[config.mk]
export PLATFORM = sky130hd
export DESIGN_NAME = button_step_gen
export DESIGN_NICKNAME = d
export VERILOG_FILES = /design/src/rtl/btn_step_pkg.sv /design/src/rtl/btn_debounce.sv /design/src/rtl/button_step_gen.sv
export SDC_FILE = /design/constraint.sdc
export NUM_CORES = 1
export LEC_CHECK = 0
export BUFFER_PORTS_ARGS = -buffer_cell sky130_fd_sc_hd__buf_2
export CORE_AREA = 2 2 50 52
export DETAILED_ROUTE_END_ITERATION = 10
export DIE_AREA = 0 0 52 54
export GPL_TIMING_DRIVEN = 0
export PLACE_DENSITY = 0.83
export SLEW_MARGIN = 0
export SYNTH_ARGS = -nofsm -noshare
export SYNTH_HDL_FRONTEND = slang
export SYNTH_HIERARCHICAL = 1
export SYNTH_SLANG_ARGS = --single-unit
[constraint.sdc]
create_clock -name clk -period 3.01 [get_ports clk]
set_input_delay 0.4515 -clock clk [delete_from_list [all_inputs] [get_ports clk]]
set_output_delay 0.4515 -clock clk [all_outputs]
set_load 0.1 [all_outputs]
[src/rtl/btn_step_pkg.sv]
// Shared definitions for the button step generator: FSM state encodings,
// direction constants and a small parameter helper.
package btn_step_pkg;

    typedef enum logic [1:0] {
        IDLE   = 2'd0,
        HOLD   = 2'd1,
        REPEAT = 2'd2
    } state_e;

    localparam logic DIR_UP = 1'b0;
    localparam logic DIR_DN = 1'b1;

    function automatic int max_int(input int a, input int b);
        return (a > b) ? a : b;
    endfunction

endpackage

[src/rtl/btn_debounce.sv]
// Per-button 2-flop synchroniser followed by a stability counter. The
// debounced level only follows the synchronised input after it has differed
// from the current level for DEB_CYCLES consecutive samples.
module btn_debounce #(
    parameter int DEB_CYCLES = 16
) (
    input  logic clk,
    input  logic rst,
    input  logic raw,
    output logic db
);

    localparam int CNT_W = (DEB_CYCLES > 2) ? $clog2(DEB_CYCLES) : 1;
    localparam logic [CNT_W-1:0] CNT_LAST = CNT_W'(DEB_CYCLES - 1);

    logic             sync1_q, sync1_d;
    logic             sync2_q, sync2_d;
    logic [CNT_W-1:0] cnt_q, cnt_d;
    logic             db_q, db_d;

    // Synchroniser shift and debounce counter: any sample equal to db restarts the count
    always_comb begin
        sync1_d = raw;
        sync2_d = sync1_q;
        cnt_d   = cnt_q;
        db_d    = db_q;
        if (sync2_q == db_q) begin
            cnt_d = '0;
        end else if (cnt_q == CNT_LAST) begin
            db_d  = sync2_q;
            cnt_d = '0;
        end else begin
            cnt_d = cnt_q + 1'b1;
        end
    end

    // State registers, cleared by synchronous reset
    always_ff @(posedge clk) begin
        if (rst) begin
            sync1_q <= 1'b0;
            sync2_q <= 1'b0;
            cnt_q   <= '0;
            db_q    <= 1'b0;
        end else begin
            sync1_q <= sync1_d;
            sync2_q <= sync2_d;
            cnt_q   <= cnt_d;
            db_q    <= db_d;
        end
    end

    assign db = db_q;

endmodule

[src/rtl/button_step_gen.sv]
// Converts two bouncing push-buttons into clean, mutually exclusive
// single-cycle inc/dec step pulses, with optional auto-repeat while held.
module button_step_gen
    import btn_step_pkg::*;
#(
    parameter int DEB_CYCLES    = 16,
    parameter int HOLD_CYCLES   = 64,
    parameter int REPEAT_CYCLES = 16
) (
    input  logic clk,
    input  logic rst,
    input  logic btn_up_raw,
    input  logic btn_dn_raw,
    input  logic repeat_en,
    output logic up_db,
    output logic dn_db,
    output logic inc,
    output logic dec
);

    localparam int TMR_MAX = max_int(HOLD_CYCLES, REPEAT_CYCLES);
    localparam int TMR_W   = (TMR_MAX > 2) ? $clog2(TMR_MAX) : 1;
    localparam logic [TMR_W-1:0] HOLD_LAST = TMR_W'(HOLD_CYCLES - 1);
    localparam logic [TMR_W-1:0] REP_LAST  = TMR_W'(REPEAT_CYCLES - 1);

    logic up_db_w, dn_db_w;

    btn_debounce #(.DEB_CYCLES(DEB_CYCLES)) u_up_deb (
        .clk (clk),
        .rst (rst),
        .raw (btn_up_raw),
        .db  (up_db_w)
    );

    btn_debounce #(.DEB_CYCLES(DEB_CYCLES)) u_dn_deb (
        .clk (clk),
        .rst (rst),
        .raw (btn_dn_raw),
        .db  (dn_db_w)
    );

    state_e           state_q, state_d;
    logic             dir_q, dir_d;
    logic [TMR_W-1:0] timer_q, timer_d;
    logic             up_prev_q, up_prev_d;
    logic             dn_prev_q, dn_prev_d;
    logic             inc_q, inc_d;
    logic             dec_q, dec_d;

    logic up_rise, dn_rise;
    logic dir_btn, other_btn, hold_exit;

    assign up_rise   = up_db_w & ~up_prev_q;
    assign dn_rise   = dn_db_w & ~dn_prev_q;
    assign dir_btn   = (dir_q == DIR_DN) ? dn_db_w : up_db_w;
    assign other_btn = (dir_q == DIR_DN) ? up_db_w : dn_db_w;
    assign hold_exit = ~dir_btn | other_btn;

    // Next-state logic: press capture, hold delay, auto-repeat and release exit
    always_comb begin
        state_d   = state_q;
        dir_d     = dir_q;
        timer_d   = timer_q;
        up_prev_d = up_db_w;
        dn_prev_d = dn_db_w;
        inc_d     = 1'b0;
        dec_d     = 1'b0;
        case (state_q)
            IDLE: begin
                if (up_rise && !dn_db_w) begin
                    inc_d   = 1'b1;
                    dir_d   = DIR_UP;
                    timer_d = '0;
                    state_d = HOLD;
                end else if (dn_rise && !up_db_w) begin
                    dec_d   = 1'b1;
                    dir_d   = DIR_DN;
                    timer_d = '0;
                    state_d = HOLD;
                end
            end
            HOLD: begin
                if (hold_exit) begin
                    state_d = IDLE;
                end else if (timer_q == HOLD_LAST) begin
                    if (repeat_en) begin
                        inc_d   = (dir_q == DIR_UP);
                        dec_d   = (dir_q == DIR_DN);
                        timer_d = '0;
                        state_d = REPEAT;
                    end
                end else begin
                    timer_d = timer_q + 1'b1;
                end
            end
            REPEAT: begin
                if (hold_exit) begin
                    state_d = IDLE;
                end else if (!repeat_en) begin
                    timer_d = HOLD_LAST;
                    state_d = HOLD;
                end else if (timer_q == REP_LAST) begin
                    inc_d   = (dir_q == DIR_UP);
                    dec_d   = (dir_q == DIR_DN);
                    timer_d = '0;
                end else begin
                    timer_d = timer_q + 1'b1;
                end
            end
            default: begin
                state_d = IDLE;
            end
        endcase
    end

    // Registered FSM, timer, edge-detect copies and output pulses
    always_ff @(posedge clk) begin
        if (rst) begin
            state_q   <= IDLE;
            dir_q     <= DIR_UP;
            timer_q   <= '0;
            up_prev_q <= 1'b0;
            dn_prev_q <= 1'b0;
            inc_q     <= 1'b0;
            dec_q     <= 1'b0;
        end else begin
            state_q   <= state_d;
            dir_q     <= dir_d;
            timer_q   <= timer_d;
            up_prev_q <= up_prev_d;
            dn_prev_q <= dn_prev_d;
            inc_q     <= inc_d;
            dec_q     <= dec_d;
        end
    end

    assign up_db = up_db_w;
    assign dn_db = dn_db_w;
    assign inc   = inc_q;
    assign dec   = dec_q;

endmodule

==> results summary <==
The flow ran to the end, and the final reports show no timing, DRC or antenna violations. The layout-stage area growth over the synthesis result is 8.11%. The overflow left after global routing came out at 0.

The worst hold path class is in2reg. The via count of the first global-routing pass is 963. The final count of hold timing violations is 0. The detail-routed via count per cell came out at 5.77. The share of async-settable or async-resettable flops after synthesis came out at 0%. TritonCTS built the clock tree. The routed design could run at a clock period as short as 2160 ps.

The TritonCTS sink count came out at 27. The number of filler cells placed in the layout came out at 193. The portion of the post-synthesis area used by sequential elements is 40.3%. The initialized floorplan defines 18 standard-cell rows. The worst relative slew slack came out at 60.0%. The worst setup path is captured at a register.

The synthesis warning total is 6. The wire length per cell after detailed routing is 12.5 um. The mux cell area share after synthesis is 2.24%. Power spread over the standard cell area amounts to 412 nW/um^2. After clock tree synthesis, the clock-pin slew on the worst setup and hold paths is 160 ps. The share of synthesized cell area in and, or, nand and nor gates came out at 27.4%. Setup total negative slack on the finished layout was measured at 0 ps. The floorplan die area came out at 2810 sq um.

The most repeated cell in the gate-level netlist after synthesis is dfxtp_1. In the final layout, the share of cells above drive strength 1 is 16.0%. The final layout net count is 176. The prevailing post-synth register cell is dfxtp_1. The data required time of the worst path is 3290 ps. The static leakage came out at 0.556 nW. In the finished design, the share of the clock period the worst path needs comes to 71.6%.

The repair_antennas step left the layout with diodes totalling 0. Input and output buffers added on the ports amount to 8. The count of pins on the block boundary came out at 9. The weighted congestion at the end of routability-driven global placement is 0.856.

Of all nets on the critical path, the largest fanout is 8. Setup repair after global routing left no endpoint under its margin. The average instance in the mapped netlist occupies 8.89 sq um.

The count of max-cap constraint violations is 0. The via count is 1113. The initial antenna violation count came to 0. STA classifies the critical path startpoint as a register. The count of final setup violators is 0. In this run the number of H-tree levels came out at 1. The starting utilization of the core area is 57.9%. The area inside the core boundary came out at 2320 sq um. The count of unresolved DRC violations after routing came out at 0. Ranked by total cell area, the synthesized netlist is headed by dfxtp_1 (40%), ha_1 (6.5%), nor2_1 (4.8%). The cts-stage hold buffer count came out at 0. The synthesized design contains 27 register bits. Of the total synthesized cell area, the portion taken by XOR and XNOR cells is 4.57%. The number of instances resized during post-cts repair is 0.

At the later pin of the worst-skew pair, clock insertion delay measures 340 ps. The number of enable flip-flop cells after synthesis is 0. The design draws 0.000598 W. The global-route wire length before repair came out at 3980 um. Of the post-synthesis cell area, the dominant cell type holds 40.3%. Counting tap cells, the placed design contains a total of 189 instances.

The die extent in x is 52 um. The internal reg-to-reg setup slack came out at 850 ps. After synthesis, the most frequently instantiated cells are dfxtp_1 (27), nor2_1 (17), inv_1 (10). The post-synthesis instance area came out at 1340 sq um.

The multi-input logic area came out at 748 sq um. The final wirelength came out at 2420 um. The half-perimeter wire length after detailed placement is 1850 um.

The pin count of the biggest net entering global routing came out at 18. The highest achievable clock rate is 464 MHz. The longest clock path from root to sink contains 2 buffers. The worst setup path is of the reg2reg kind. The cell count after synthesis is 151. The synthesized netlist net count is 163. The maximum VDD drop came out at 0.407 mV. The buffers inserted during post-CTS setup optimization is 0. The die boundary height is 54 um. Excluding fillers, the count of instances in the completed layout stands at 193. The pin slew with the least headroom to its limit came out at 595 ps. The arrival time reported for the critical path endpoint is 2440 ps. By area, the combinational part of the netlist is dominated by simple AND/OR/NAND/NOR gates. The number of clock buffers added by TritonCTS is 3. The count of unique library cells instantiated by Yosys is 42. The number of slew-limit violations in the final report came out at 0. The count of TritonRoute iterations in the first routing pass came out at 4. The biggest area contributor in the post-synthesis netlist is dfxtp_1. The overall routing resource usage is 19.1%.

The synthesized-area fraction occupied by ao, oa, aoi and oai cells is 15.0%. The detail route stage leaves a number of antenna-violating nets equal to 0. CTS placed an instance of clkbuf_4 at the clock tree root.

The storage element area is 541 sq um. The worst clock skew on the final layout is 2.44 ps. The initial detailed-routing violation count came out at 38.

The area share of fa/ha/maj cells after synthesis is 6.52%.
## sequential cells by signal, summed over array words and instances, names as in the netlist, 2 cells and up
name	cells
u_up_deb/cnt_q	4
state_q	2
u_dn_deb/cnt_q	4
timer_q	6
## per-layer routing
| layer | GRT usage [%] | vias to the layer above | part of all wire (%) |
|---|---|---|---|
| li1 | - | 555 | - |
| met1 | 24.2 | 523 | 45 |
| met2 | 31.9 | 30 | 49 |
| met3 | 3.61 | 5 | 4.4 |
| met4 | 7.89 | 0 | 1.7 |
| met5 | 0 | - | 0 |
## layout by cell type, fill, tap and decap left out, drive strengths merged, types with 3 or more instances in the layout
master	n
dfxtp	27
nor2	18
inv	11
buf	9
a21oi	9
nor2b	7
ha	7
nand3	6
nand2	6
nor3	6
o21ai	6
clkbuf	6
xnor2	5
nor4	4
a31oi	3
mux2i	3
nor3b	3
and3	3
## critical path, stage by stage, from the launching register on
cell and delay [ps]:
dfxtp_1 420, inv_1 80, ha_1 180, clkbuf_1 190
nor2_2 260, nor3_2 90, nor4_1 570, a31oi_1 160
o22ai_1 150
## through the flow
step                utilization (%)  hold slack [ps]  setup slack, ps  area [sq um]
finish                         62.6              312              854          1450
detailed placement             61.2              426              938          1420
global route                   62.6              302              683          1450
floorplan                         -              414              673          1340
CTS                            62.6              306              904          1450
global placement               61.2              421             1020          1420
## final timing paths
path,from,end,cells past startpoint
max reg2reg,state_q[1]$_SDFFE_PP0P_,timer_q[3]$_SDFFE_PP0P_,8
max,state_q[1]$_SDFFE_PP0P_,timer_q[3]$_SDFFE_PP0P_,8
min,btn_up_raw,u_up_deb/sync1_q$_SDFF_PP0_,2
min reg2reg,u_up_deb/sync1_q$_SDFF_PP0_,u_up_deb/sync2_q$_SDFF_PP0_,1
## kinds of logic after synthesis
kind of cell | count (synthesis)
simple gates | 62
compound gates | 31
flops | 27
buf+inv | 14
xor+xnor | 7
fa+ha+maj | 7
mux | 3
## cell type report
class,count,area share [%]
Inverter,10,2.59
Timing Repair Buffer,8,2.76
Clock buffer,3,1.55
Clock inverter,1,0.603
Buffer,4,1.12
Sequential cell,27,37.2
Multi-Input combinational cell,110,51.6
Tap cell,30,2.59
## report_power, final
part	internal [W]	total (W)	switching (W)
Sequential	0.000363	0.000366	0.00000359
Combinational	0.0000244	0.0000598	0.0000354
Clock	0.0000544	0.000172	0.000118
No activity file was read; power rests on OpenSTA's default activity.
